[src/rtl/matmul_drain.sv]
// matmul_drain: walks the A x C result RAM in row-major order and streams each word out through a 2-entry skid buffer.
// Define MATMUL_DRAIN_REQUANT_EN to narrow each word to a rounded, saturated signed Q_BITS value.
module matmul_drain #(
    parameter int A        = 16,
    parameter int C        = 24,
    parameter int OUT_BITS = 32,
    parameter int Q_BITS   = 8,
    localparam int L       = A * C,
    localparam int AW      = $clog2(L),
`ifdef MATMUL_DRAIN_REQUANT_EN
    localparam int OUT_W   = Q_BITS
`else
    localparam int OUT_W   = OUT_BITS
`endif
) (
    input  logic                clk,
    input  logic                rst_n,
    input  logic                start,
    input  logic [4:0]          shift,
    output logic [AW-1:0]       m3_rd_addr,
    input  logic [OUT_BITS-1:0] m3_rd_data,
    output logic [OUT_W-1:0]    out_data,
    output logic                out_valid,
    input  logic                out_ready,
    output logic                out_last,
    output logic                busy,
    output logic                done
);

    typedef enum logic [1:0] {
        IDLE   = 2'd0,
        STREAM = 2'd1,
        DONE   = 2'd2
    } state_t;

    localparam logic [AW:0]   L_CNT     = (AW + 1)'(L);
    localparam logic [AW-1:0] LAST_ADDR = AW'(L - 1);

    state_t           state_r;
    logic [AW:0]      issued_r;
    logic             inflight_r;
    logic [OUT_W-1:0] skid_data_r;
    logic             skid_valid_r;
    logic             skid_last_r;

    logic             pop_s;
    logic             issue_s;
    logic [2:0]       occ_s;
    logic [OUT_W-1:0] wr_data_s;
    logic             wr_last_s;

`ifdef MATMUL_DRAIN_REQUANT_EN
    localparam logic signed [OUT_BITS:0] Q_MAX = (OUT_BITS + 1)'((2 ** (Q_BITS - 1)) - 1);
    localparam logic signed [OUT_BITS:0] Q_MIN = (OUT_BITS + 1)'(-(2 ** (Q_BITS - 1)));

    // Round-half-up arithmetic shift, evaluated one bit wider so the rounding add cannot overflow.
    function automatic logic [Q_BITS-1:0] requant(input logic [OUT_BITS-1:0] x, input logic [4:0] sh);
        logic signed [OUT_BITS:0] rnd;
        logic signed [OUT_BITS:0] sum;
        logic signed [OUT_BITS:0] q;
        if (sh != 5'd0) begin
            rnd = (OUT_BITS + 1)'(1) << (sh - 5'd1);
        end else begin
            rnd = '0;
        end
        sum = $signed({x[OUT_BITS-1], x}) + rnd;
        q   = sum >>> sh;
        if (q > Q_MAX) begin
            requant = {1'b0, {(Q_BITS - 1){1'b1}}};
        end else if (q < Q_MIN) begin
            requant = {1'b1, {(Q_BITS - 1){1'b0}}};
        end else begin
            requant = q[Q_BITS-1:0];
        end
    endfunction

    assign wr_data_s = requant(m3_rd_data, shift);
`else
    logic unused_cfg;
    assign unused_cfg = (^shift) ^ (Q_BITS > 0);
    assign wr_data_s  = m3_rd_data;
`endif

    // The word on m3_rd_data belongs to the address currently presented.
    assign wr_last_s = (m3_rd_addr == LAST_ADDR);

    // Read credit: counts the pop happening this cycle so the stream sustains one word per cycle.
    always_comb begin
        pop_s   = out_valid & out_ready;
        occ_s   = 3'(out_valid) + 3'(skid_valid_r) + 3'(inflight_r) - 3'(pop_s);
        issue_s = 1'b0;
        if ((state_r == STREAM) && (issued_r < L_CNT) && (occ_s < 3'd2)) begin
            issue_s = 1'b1;
        end else begin
            issue_s = 1'b0;
        end
    end

    // Control FSM, read issue and the head/skid pair that forms the output FIFO.
    always_ff @(posedge clk or negedge rst_n) begin
        if (!rst_n) begin
            state_r      <= IDLE;
            busy         <= 1'b0;
            done         <= 1'b0;
            m3_rd_addr   <= '0;
            issued_r     <= '0;
            inflight_r   <= 1'b0;
            out_data     <= '0;
            out_valid    <= 1'b0;
            out_last     <= 1'b0;
            skid_data_r  <= '0;
            skid_valid_r <= 1'b0;
            skid_last_r  <= 1'b0;
        end else begin
            inflight_r <= issue_s;
            if (issue_s) begin
                m3_rd_addr <= issued_r[AW-1:0];
                issued_r   <= issued_r + (AW + 1)'(1);
            end

            // Head only moves when empty or popped, so a stalled beat stays frozen.
            if (!out_valid || pop_s) begin
                if (skid_valid_r) begin
                    out_data     <= skid_data_r;
                    out_last     <= skid_last_r;
                    out_valid    <= 1'b1;
                    skid_valid_r <= inflight_r;
                    skid_data_r  <= wr_data_s;
                    skid_last_r  <= wr_last_s;
                end else if (inflight_r) begin
                    out_data  <= wr_data_s;
                    out_last  <= wr_last_s;
                    out_valid <= 1'b1;
                end else begin
                    out_valid <= 1'b0;
                    out_last  <= 1'b0;
                end
            end else if (inflight_r) begin
                skid_data_r  <= wr_data_s;
                skid_last_r  <= wr_last_s;
                skid_valid_r <= 1'b1;
            end

            case (state_r)
                IDLE: begin
                    done <= 1'b0;
                    if (start) begin
                        state_r    <= STREAM;
                        busy       <= 1'b1;
                        m3_rd_addr <= '0;
                        issued_r   <= '0;
                    end
                end
                STREAM: begin
                    if (pop_s && out_last) begin
                        state_r <= DONE;
                        busy    <= 1'b0;
                        done    <= 1'b1;
                    end
                end
                DONE: begin
                    done    <= 1'b0;
                    state_r <= IDLE;
                end
                default: begin
                    state_r <= IDLE;
                    busy    <= 1'b0;
                    done    <= 1'b0;
                end
            endcase
        end
    end

endmodule

[config.mk]
export PLATFORM = sky130hd
export DESIGN_NAME = matmul_drain
export DESIGN_NICKNAME = d
export VERILOG_FILES = /design/src/rtl/matmul_drain.sv
export SDC_FILE = /design/constraint.sdc
export NUM_CORES = 1
export LEC_CHECK = 0
export CAP_MARGIN = 20
export CORE_MARGIN = 2
export CORE_UTILIZATION = 46
export DETAILED_ROUTE_END_ITERATION = 10
export DONT_BUFFER_PORTS = 1
export GPL_ROUTABILITY_DRIVEN = 0
export GPL_TIMING_DRIVEN = 0
export PLACE_DENSITY = 0.7
export SETUP_SLACK_MARGIN = 0.1
export SLEW_MARGIN = 25
export SYNTH_ARGS = -nofsm -noshare
export SYNTH_HDL_FRONTEND = slang
export SYNTH_SLANG_ARGS = --single-unit
export TNS_END_PERCENT = 5
[constraint.sdc]
create_clock -name clk -period 3.1 [get_ports clk]
set_input_delay 0.62 -clock clk [delete_from_list [all_inputs] [get_ports clk]]
set_output_delay 0.62 -clock clk [all_outputs]
set_load 0.05 [all_outputs]
# Word level (Yosys, flattened, before mapping)
# Index checks and enable logic that the tools add are counted.
# Widths: inputs -> output; s select.
# totals
output_inout_bits,45
input_bits,41
regBits,92
# classes
muxes,29
order_cmp,2
n_reduce_logical,12
n_addsub,4
eq_ne,6
bitwise_logic,2
# ops
op,count
$mux 32,4
$mux 10,3
$mux 9,3
$mux 1,15
$add 10x1->10 const B,1
$lt 10x9->1 const B,1
$eq 9x9->1 const B,1
$reduce_and 2->1,3
$mux 2,2
$ne 2x2->1 const B,2
$pmux 2 s2,1
$reduce_bool 2->1,2
$add 2x1->3,1
$logic_and 1x1->1,3
$lt 3x2->1 const B,1
$pmux 1 s3,1
$reduce_and 3->1,1
$sub 3x1->3,1
$add 1x1->2,1
$eq 2x1->1 const B,1
$eq 2x2->1 const B,1
$logic_not 2->1,1
$ne 2x1->1 const B,1
$and 1x1->1,1
3 further kinds,3

# Longest topological paths before layout
# logic_depth
word_depth,9
depth_mapped,9
ltp_nobuf,8

# Least setup slack after synthesis
# No wires, ideal clock.
# synth_path
path_type,reg2reg
start,register out_valid
end,register issued_r[4]
synth_period_minus_slack_ns,2.464
n_path_buf,0
setup_time_ns,0.078
setup_slack_ns,0.636
required_ns,3.022
path_stages_with_launch,9
arrival_ns,2.386
path_cell_list,dfrtp_1 and2_1 ha_1 inv_1 ha_1 a21oi_2 xnor2_2 or4_1 a21oi_1
# synth_via
elab_chain_len,9
word_cells_on_any_way,10
# synth_lines
item,line_no,text
start: declaration,23,"output logic out_valid,"
start signal: assignment,109,out_valid <= 1'b0;
start signal: assignment,126,out_valid <= 1'b1;
start signal: assignment,133,out_valid <= 1'b1;
$add 1x1->2,90,occ_s = 3'(out_valid) + 3'(skid_valid_r) + 3'(inflight_r) - 3'(pop_s);
$add 2x1->3,90,
$sub 3x1->3 *,90,
$lt 3x2->1 *,92,if ((state_r == STREAM) && (issued_r < L_CNT) && (occ_s < 3'd2)) begin
$logic_and 1x1->1 *,92,
$mux 1 *,92,
$mux 10 *,116,if (issue_s) begin
$mux 10,147,if (start) begin
$mux 10 *,144,case (state_r)
end signal: assignment,118,issued_r <= issued_r + (AW + 1)'(1);
end: declaration,40,logic [AW:0] issued_r;
# Every way passes the cells marked *; elsewhere a longest branch is shown, timed or not.
# A chain may end at the register's enable or synchronous reset.

# Final worst setup path
# layout_path
start,register out_valid
end,register m3_rd_addr[7]
# layout_via
elab_chain_len,9
word_cells_on_any_way,10
# layout_lines
item,line_no,text
$add 1x1->2,90,
$add 2x1->3,90,
$sub 3x1->3 *,90,
$lt 3x2->1 *,92,
$logic_and 1x1->1 *,92,
$mux 1 *,92,
$mux 9 *,116,
$mux 9,147,
$mux 9 *,144,
end signal: assignment,117,m3_rd_addr <= issued_r[AW-1:0];
end: declaration,20,"output logic [AW-1:0] m3_rd_addr,"
# Marks and branches as above.

==> impl_table.tex <==
\begin{tabular}{lr}
\hline
Metric & Value \\
\hline
\multicolumn{2}{l}{\textbf{Synthesis}} \\
Portion of the post-synthesis area used by sequential elements & 0.580 \\
Commonest register cell after synthesis & sky130\_fd\_sc\_hd\_\_dfrtp\_1 \\
Mux cell area share after synthesis & 0.190 \\
Synthesized-area fraction occupied by adder cells & 0.0120 \\
Yosys top cell by area & sky130\_fd\_sc\_hd\_\_dfrtp\_1 \\
Fraction of the mapped netlist area in compound gates & 0.0895 \\
Post-synthesis sequential element count & 92 \\
Dominant combinational cell family by area after synthesis & multiplexers \\
Async S/R FF share, synth & 1.00 \\
Share of the synthesized netlist area taken by xor and xnor gates & 0.00630 \\
Simple-gate portion of the synthesized area & 0.0986 \\
Leading cell types by total area after synthesis & sky130\_fd\_sc\_hd\_\_dfrtp\_1, sky130\_fd\_sc\_hd\_\_mux2i\_1, sky130\_fd\_sc\_hd\_\_mux2\_2 \\
Synthesized area divided by synthesized cell count & 11.7 sq um \\
Synthesized net count & 384 \\
YS warnings & 0 \\
Cell area after synthesis & 3970 sq um \\
Post-synth EDFFs & 0 \\
Share of Yosys cell area claimed by the top area cell type & 0.580 \\
Mapped Cells & 340 \\
Netlist cell types & 36 \\
\multicolumn{2}{l}{\textbf{Finish}} \\
Fraction of layout instances using a drive strength above 1 & 0.171 \\
Area growth, synth to finish & 9.07\% \\
Antenna diodes & 0 \\
Share of the core filled with cells in the final layout & 0.522 \\
Nets & 396 \\
\multicolumn{2}{l}{\textbf{Floorplanning}} \\
Die X & 96.9 um \\
Die Y-Extent & 96.9 um \\
Total number of placement rows & 33 \\
Total Die Area & 9390 sq um \\
Total I/O pin count & 86 \\
Initial cell density of the core & 0.479 \\
Core outline area & 8300 sq um \\
\multicolumn{2}{l}{\textbf{Clocking}} \\
CTS hold repair buffers & 1 \\
Number of setup buffers added after CTS & 0 \\
Root buffer cell & sky130\_fd\_sc\_hd\_\_clkbuf\_8 \\
Number of H-tree levels & 3 \\
Clock-pin transition on the worst setup and hold timing paths & 0.09 ns \\
CTS tree & done \\
Number of resized instances in the post-cts repair step & 0 \\
TritonCTS buffer count & 9 \\
Insertion delay of the later-clocked pin in the worst-skew pair & 0.36 ns \\
Buffer levels on the longest clock path & 2 \\
Sink Count & 92 \\
\multicolumn{2}{l}{\textbf{STA}} \\
Total negative slack for setup checks & 0 ns \\
RSZ-0062 raised after global routing & no \\
Worst setup skew after layout & 0.00983 ns \\
Highest clock rate & 363 MHz \\
Transition time at the pin with the least slew margin & 0.654 ns \\
Minimum clock period after layout & 2.76 ns \\
Final setup fails & 0 \\
Period utilization & 0.889 \\
Final number of max-transition violations & 0 \\
Number of hold violations in the final report & 0 \\
Relative slew margins & 0.560 \\
\multicolumn{2}{l}{\textbf{Power}} \\
Power density relative to cell area & 1240 nW/um\^{}2 \\
Peak supply drop & 0.667 mV \\
Leakage power total & 1.81 nW \\
Overall power of the completed layout & 0.00536 W \\
\multicolumn{2}{l}{\textbf{Global routing}} \\
Number of antenna violations at the first check in global routing & 0 \\
Vias in the first global route & 2715 \\
Global Route Usage Sum & 0.178 \\
Global-route wire length before repair & 13600 um \\
Maximum number of pins on one net before global-route repair & 93 \\
GR Overflow Total & 0 \\
\multicolumn{2}{l}{\textbf{Critical path}} \\
Buf/Inv on CP & 2 \\
Crit Path Category & flip-flop to flip-flop \\
Dominant delay contributor by cell family on the critical path & flip-flops \\
Worst EP required & 3.38 ns \\
Slowest Stage Delay on Critical Path & 0.62 ns \\
Max FO, Critical Path & 10 \\
Most common cell on crit path & sky130\_fd\_sc\_hd\_\_ha\_1 \\
Critical path endpoint category & flip-flop \\
CP startpoint kind & flip-flop \\
Cells along the critical path & and2\_1, ha\_1, inv\_1, ha\_1, a21oi\_2, xor2\_1, clkbuf\_1, nand3\_1, a21oi\_1 \\
Slowest stage cell, crit path & sky130\_fd\_sc\_hd\_\_dfrtp\_1 \\
Arrival time of data at the critical path endpoint & 3.04 ns \\
\multicolumn{2}{l}{\textbf{Route}} \\
Violation count after the first detailed-route iteration & 89 \\
Antenna violation net count after detailed routing & 0 \\
DR WL/cell & 17.6 um \\
DR pass1 iterations & 4 \\
DRC Markers & 0 \\
Mean number of vias per cell & 5.54 \\
Routed wire length & 8120 um \\
DR vias & 2558 \\
\multicolumn{2}{l}{\textbf{Status}} \\
Status & completed \\
\multicolumn{2}{l}{\textbf{Run}} \\
Total of max-cap violations & 0 \\
\multicolumn{2}{l}{\textbf{Placed design}} \\
Sum of net half-perimeters after detailed placement & 5500 um \\
Count of port buffers added during placement & 0 \\
\multicolumn{2}{l}{\textbf{Worst hold path}} \\
Worst hold path class & input port to async pin \\
\hline
\end{tabular}
routing by layer:
metal  part of all wire  vias to the layer above  wire length (um)  track usage
met5                  0                        -                 0            0
met4             0.0096                        0                78       0.0585
met3              0.071                        6               577       0.0592
met2               0.49                       67              3960        0.291
met1               0.43                     1268              3510        0.225
li1                   -                     1217                 -            -
sequential cells by signal, indices dropped and copies added, names as in the netlist, 2 cells and up:
name,cells
issued_r,10
m3_rd_addr,9
out_data,32
skid_data_r,32
state_r,2
kinds of logic after synthesis:
family	Yosys count
flip-flops	92
XOR/XNOR	2
AND/OR/NAND/NOR	82
adder cells (fa/ha/maj)	4
multiplexers	71
AO/OA/AOI/OAI	66
buffers and inverters	23
through the flow:
step	cells	area (sq um)	worst slack, ns	hold WS, ns
2_1_floorplan	340	3970	0.636	0.324
3_3_place_gp	445	4100	0.418	0.327
3_5_place_dp	445	4100	0.367	0.328
4_1_cts	462	4330	0.347	0.190
5_1_grt	462	4330	0.131	0.173
6_report	462	4330	0.345	0.153
cells in the final DEF (no fill, tap or decap), drive strengths merged, types with 2 or more instances in the layout:
cell type,n
mux2i,38
nor2b,3
a21oi,49
mux2,33
nand2b,4
buf,8
and2,2
clkinv,3
nand4,2
nor2,37
nand3,13
o21ai,12
inv,4
dfrtp,92
ha,3
o31ai,2
clkinvlp,2
nor4,3
clkbuf,22
nand2,12
power by group:
part | switching (W) | total (W) | internal, W
clock network | 0.000421 | 0.000814 | 0.000393
logic | 0.000935 | 0.00165 | 0.000716
registers | 0.00120 | 0.00289 | 0.00169
total | 0.00256 | 0.00536 | 0.00280
synthesized netlist by cell type, drive strengths merged, types with 4 or more instances:
cell    count
dfrtp      92
a21oi      49
mux2i      38
nor2       37
mux2       33
nand3      13
clkbuf     12
nand2      12
o21ai      12
buf         7
inv         4
nand2b      4
cell type report:
type	count	area, sq um
Multi-Input combinational cell	225	1580
Tap cell	105	131
Timing Repair Buffer	1	27.5
Fill cell	738	3970
Sequential cell	92	2300
Clock buffer	10	138
Inverter	4	15.0
Buffer	19	78.8
Clock inverter	6	63.8
final timing paths:
kind,start,to,slack [ns],depth (start not counted)
setup / recovery,out_valid,m3_rd_addr[7],0.34,9
hold / removal,rst_n,m3_rd_addr[8],0.15,1
setup reg to reg,out_valid,m3_rd_addr[7],0.34,9
hold reg to reg,skid_data_r[21],skid_data_r[21],0.51,1
max in group asynchronous,rst_n,skid_last_r,2.56,1
min in group clk,m3_rd_data[14],skid_data_r[14],0.41,1
No activity file was read; power rests on OpenSTA's default activity.
==> RTL change 1: new RTL, same flow settings <==
The parameter `OUT_BITS` goes from 32 to 40.
--- a/src/rtl/matmul_drain.sv
+++ b/src/rtl/matmul_drain.sv
@@ -4,5 +4,5 @@
     parameter int A        = 16,
     parameter int C        = 24,
-    parameter int OUT_BITS = 32,
+    parameter int OUT_BITS = 40,
     parameter int Q_BITS   = 8,
     localparam int L       = A * C,
Ports: changed (resized m3_rd_data and out_data); port bits go from 86 to 102. The function was not compared with the original's and may differ.
==> RTL change 1 against the original RTL <==
  * The run now ends with hold timing left
  * Wire length is 21% higher
  * Synthesized cell count is 16% higher
  * Total power is 20% higher
  * Sequential cell count is 16 higher
  * Setup slack better by 12 ps
  * Area after synthesis is 17% higher
  * First-iteration DRC count is 100% higher
  * Cell count is 18% higher
  * Cell area is 15% higher
  * Largest power group unchanged
==> RTL change 1: results (changes against the original RTL) <==
placed_design:
  port_buffers: 0  # unchanged
  dp.cells: 529  # +19%
  dp_hpwl_um: 6790  # +23%
pwr:
  leakagePower_uw: 0.00206  # +14%
  sw_frac_of_total_pct: 48.9  # +1.2 points
  vdd_drop_max_mv: 0.631  # -5.3%
setup_path:
  slowest_delay_ps: 630
  critPathMaxFanout: 10  # unchanged
  crit_slowest_cell: "dfrtp_1"
  cp.arrival_ps: 3020  # -20 ps
  r2r_cells: 9  # unchanged
outcome:
  violations: "hold timing"
  status: "complete, but fails checks"
layout:
  drive_above_1_share_pct: 15.5  # -1.6 points
  instances_no_fill: 545  # +18%
  layout.nets: 459  # +16%
  antenna_cells: 0  # unchanged
  top_regs: "out_data: 40 flops, skid_data_r: 40 flops, issued_r: 10 flops"
routing:
  vias: 3052  # +19%
  drtPass1Iterations: 4  # unchanged
  wl_per_cell_um: 18.0  # +2.4%
  drtIter0Drc: 179  # +100%
synth:
  syn-num-nets: 448  # +17%
  syn_area_per_cell_um2: 11.7  # about the same
  yosysSeqAreaShare_pct: 58.4  # +0.42 points
  async_reset_ff_share_pct: 100  # unchanged
  synth_area_leaders: "dfrtp_1, mux2_2, mux2i_1"
  ys_top_cells_by_count: "dfrtp_1, a21oi_1, nor2_1"
  yosysWarnings: 0  # unchanged
  yosys.cell_types.count: 36  # unchanged
global_routing:
  grt_max_degree: 109  # +17%
  grt_pass1_vias: 3307  # +22%
  antenna_found_initial: 0  # unchanged
  grt_pass1_wl_um: 16400  # +21%
  grtUsageTotal_pct: 18.8  # +0.96 points
clock_network:
  htreeDepth: 3  # unchanged
  clk_pin_slew_worst_paths_ps: 110  # +20 ps
  clk_latency_ps: 360  # about the same
  clockBufferDepth: 2  # unchanged
  post_cts_buffers: 0  # unchanged
  numCtsBuffers: 9  # unchanged
  root_buffer: "clkbuf_8"
min_path:
  hold_class: "input port to async pin"
sta:
  hold_violations: 108  # +108
  tightest_slew_ps: 757  # +103 ps
  fin_skew_ps: 15.3  # +5.51 ps
  hold_slack_ps: -66.9  # -219 ps
RTL change 1: changes by cell type after synthesis, sizes merged, moves of 4 or more:
cell | before | now
mux2 | 33 | 41
nand2 | 12 | 8
a21oi | 49 | 61
dfrtp | 92 | 108
nor2 | 37 | 45
mux2i | 38 | 42
RTL change 1: power groups by stage:
stage / clock network [µW] / logic (µW) / registers (µW)
2_1_floorplan: 0 / 1680 / 3360
3_3_place_gp: 0 / 2020 / 3470
3_5_place_dp: 0 / 2120 / 3510
4_1_cts: 862 / 2120 / 3480
5_1_grt: 913 / 2380 / 3550
6_report: 836 / 2110 / 3470
RTL change 1: worst reg2reg max path, cell delays in order, from the launching register on:
cell      delay, ps
dfrtp_1         630
and2_1          300
ha_1            270
inv_1            40
ha_1            280
a21oi_2         220
xnor2_2         190
clkbuf_1        380
o21ai_0         170
a21oi_1         200
RTL change 1: cell type report:
cell class / count / area, µm²
Inverter: 4 / 15.0
Buffer: 24 / 96.3
Tap cell: 133 / 166
Clock buffer: 11 / 151
Multi-Input combinational cell: 260 / 1820
Fill cell: 913 / 4780
Sequential cell: 108 / 2700
Clock inverter: 5 / 42.5
RTL change 1: timing repair:
item | CTS | global route
resized for setup | 0 | 1
endpoints found under the hold margin | 108 | 108
endpoints found under the setup margin | 0 | 5
RTL change 1: path summary, 6_finish.rpt:
kind,to,startpoint,slack [ps]
setup / recovery,m3_rd_addr[2],out_valid,360
hold reg to reg,busy,state_r[1],500
hold / removal,done,rst_n,-70
max in group asynchronous,out_data[25],rst_n,3010
setup reg to reg,m3_rd_addr[2],out_valid,360
min in group clk,skid_data_r[23],m3_rd_data[23],400
RTL change 1: cell families (layout without fill, tap and decap cells):
kind of cell | Yosys count | after routing | share of synthesized area, %
AOI/OAI and AO/OA | 83 | 83 | 9.62
xor gates and xnor gates | 2 | 2 | 0.379
adders and majority gates | 4 | 4 | 1.03
buffers and inverters | 28 | 44 | 2.41
DFF | 108 | 108 | 58.4
muxes | 83 | 83 | 19.1
and+or+nand+nor | 88 | 88 | 9.11
RTL change 1: per-layer routing:
layer | up-vias | share of wire [%] | track usage (%)
met3 | 6 | 7.7 | 6.52
met5 | - | 0 | 0
met4 | 0 | 0.73 | 6.27
met2 | 71 | 51 | 32.0
met1 | 1553 | 41 | 22.2
li1 | 1422 | - | -
RTL change 1: per-stage QoR:
stage	setup WS (ps)	area (µm²)	power, µW
floorplan	641	4630	5050
detailed placement	312	4790	5630
global route	170	5000	6850
global placement	400	4790	5490
finish	356	5000	6420
CTS	281	4990	6460
==> RTL change 2: new RTL, config.mk and constraints unchanged <==
Without the edit above. The 3 states of `state_t` get a one-hot encoding in 3 bits.
--- a/src/rtl/matmul_drain.sv
+++ b/src/rtl/matmul_drain.sv
@@ -28,8 +28,8 @@
 );
 
-    typedef enum logic [1:0] {
-        IDLE   = 2'd0,
-        STREAM = 2'd1,
-        DONE   = 2'd2
+    typedef enum logic [2:0] {
+        IDLE   = 3'b001,
+        STREAM = 3'b010,
+        DONE   = 3'b100
     } state_t;
 
Check against the original RTL: same outputs for any inputs over 10 cycles, from zero or initial values and one cycle with rst_n low; not proved beyond that.
==> RTL change 2 against the original RTL <==
  * Wire length is 1.2% lower
  * Total power is 14% lower
  * Utilization is 0.69 points lower
  * Via count is 3.6% higher
  * Cell area is 2.2% higher
  * Sequential power is 4% lower
  * Setup slack better by 110 ps
  * Highest routed layer unchanged
  * Sequential cell count is 1 higher
  * Area after synthesis is 1.6% higher
==> RTL change 2: results (changes against the original RTL) <==
layout:
  antenna_cells: 0  # unchanged
  top_regs: "out_data: 32 flops, skid_data_r: 32 flops, issued_r: 10 flops"
  layout.nets: 402  # +1.5%
  drive_above_1_share_pct: 18.2  # +1.1 points
routing:
  vias: 2651  # +3.6%
  ant_nets: 0  # unchanged
  wl_per_cell_um: 17.1  # -2.9%
  drtIter0Drc: 57  # -36%
global_routing:
  grt_max_degree: 93  # unchanged
  antenna_found_initial: 0  # unchanged
  grt_pass1_wl_um: 13700  # +0.81%
  grt_pass1_vias: 2817  # +3.8%
  grtUsageTotal_pct: 17.8  # -0.046 points
synth:
  synth.most_common_cell: "dfrtp_1"
  synth_area_leaders: "dfrtp_1, mux2i_1, mux2_2"
  async_reset_ff_share_pct: 100  # unchanged
  syn-num-nets: 390  # +1.6%
  yosysSeqAreaShare_pct: 57.7  # -0.27 points
  ys_top_cells_by_count: "dfrtp_1, a21oi_1, nor2_1"
  yosysWarnings: 0  # unchanged
  yosys.cell_types.count: 38  # +5.6%
clock_network:
  htreeDepth: 3  # unchanged
  numCtsBuffers: 9  # unchanged
  root_buffer: "clkbuf_8"
  cts_resized: 0  # unchanged
  clk_latency_ps: 350
  clockBufferDepth: 2  # unchanged
placed_design:
  dp_hpwl_um: 5380  # -2.2%
  port_buffers: 0  # unchanged
  dpl_worst_slack_ps: 464  # +96.9 ps
pwr:
  vdd_drop_max_mv: 0.615  # -7.7%
  leakagePower_uw: 0.00190  # +5.2%
sta:
  fin_skew_ps: 12.0  # +2.13 ps
  tightest_slew_ps: 727  # +72.8 ps
setup_path:
  slowest_delay_ps: 600  # -20 ps
  r2r_cells: 10  # +1
  crit_slowest_cell: "dfrtp_1"
  critPathMaxFanout: 10  # unchanged
outcome:
  status: "complete, no violations"
RTL change 2: cell count changes in the layout (fill, tap and decap cells not counted), sizes merged, moves of 4 or more:
cell / delta
a21oi: -10
nand2b: -4
buf: +8
nand2: +11
clkbuf: -8
RTL change 2: final timing paths:
check	start	end	slack, ps
hold reg to reg	skid_data_r[5]	skid_data_r[5]	500
setup reg to reg	out_valid	issued_r[1]	450
min in group clk	m3_rd_data[5]	skid_data_r[5]	410
max in group asynchronous	rst_n	skid_data_r[2]	2530
hold / removal	rst_n	state_r[0]	100
setup / recovery	out_valid	issued_r[1]	450
RTL change 2: per-stage QoR:
| stage | area, µm² | instances | power [µW] | util, % |
|---|---|---|---|---|
| floorplan | 4040 | 346 | 3430 | - |
| global placement | 4170 | 454 | 3620 | 48.5 |
| detailed placement | 4170 | 454 | 3690 | 48.5 |
| CTS | 4430 | 470 | 4650 | 51.5 |
| global route | 4430 | 470 | 4870 | 51.5 |
| finish | 4430 | 470 | 4600 | 51.5 |
RTL change 2: layout make-up:
type / count / area, µm²
clock buffer: 10 / 128
sequential: 93 / 2330
tap: 108 / 135
fill: 772 / 4170
buffer: 19 / 98.8
multi-input combinational: 229 / 1590
timing repair buffer: 1 / 27.5
clock inverter: 5 / 100
inverter: 5 / 18.8
RTL change 2: cell families (layout without fill, tap and decap cells):
group                      after synthesis  in the layout  share of synthesized area [%]
and+or+nand+nor                         96             96                           11.5
DFF                                     93             93                           57.7
muxes                                   69             69                           18.4
AOI/OAI and AO/OA                       58             58                           7.85
buffers and inverters                   24             40                           2.91
adders and majority gates                4              4                           1.18
xor gates and xnor gates                 2              2                          0.434
RTL change 2: power breakdown:
part	internal (µW)	switching, µW	total (µW)
sequential	1660	1100	2760
combinational	423	486	909
clock	529	399	928
total	2610	1990	4600
RTL change 2: what timing repair did:
item,in CTS,in global routing
hold buffers,1,0
endpoints found under the hold margin,92,0
buffers inserted,0,0
RTL change 2: worst reg2reg max path, stage by stage, from the launching register on:
cell     delay [ps]
dfrtp_1         600
and2_1          290
ha_1            270
inv_1            40
ha_1            270
a21oi_2         180
xor2_1          300
nand2_1         160
inv_1            90
buf_2           190
o21ai_0         120
RTL change 2: layer usage:
| metal | global-route usage [%] | vias up | wire length [µm] |
|---|---|---|---|
| li1 | - | 1234 | - |
| met1 | 23.1 | 1323 | 3360 |
| met2 | 28.3 | 81 | 3920 |
| met3 | 5.61 | 13 | 621 |
| met4 | 6.41 | 0 | 119 |
| met5 | 0 | - | 0 |
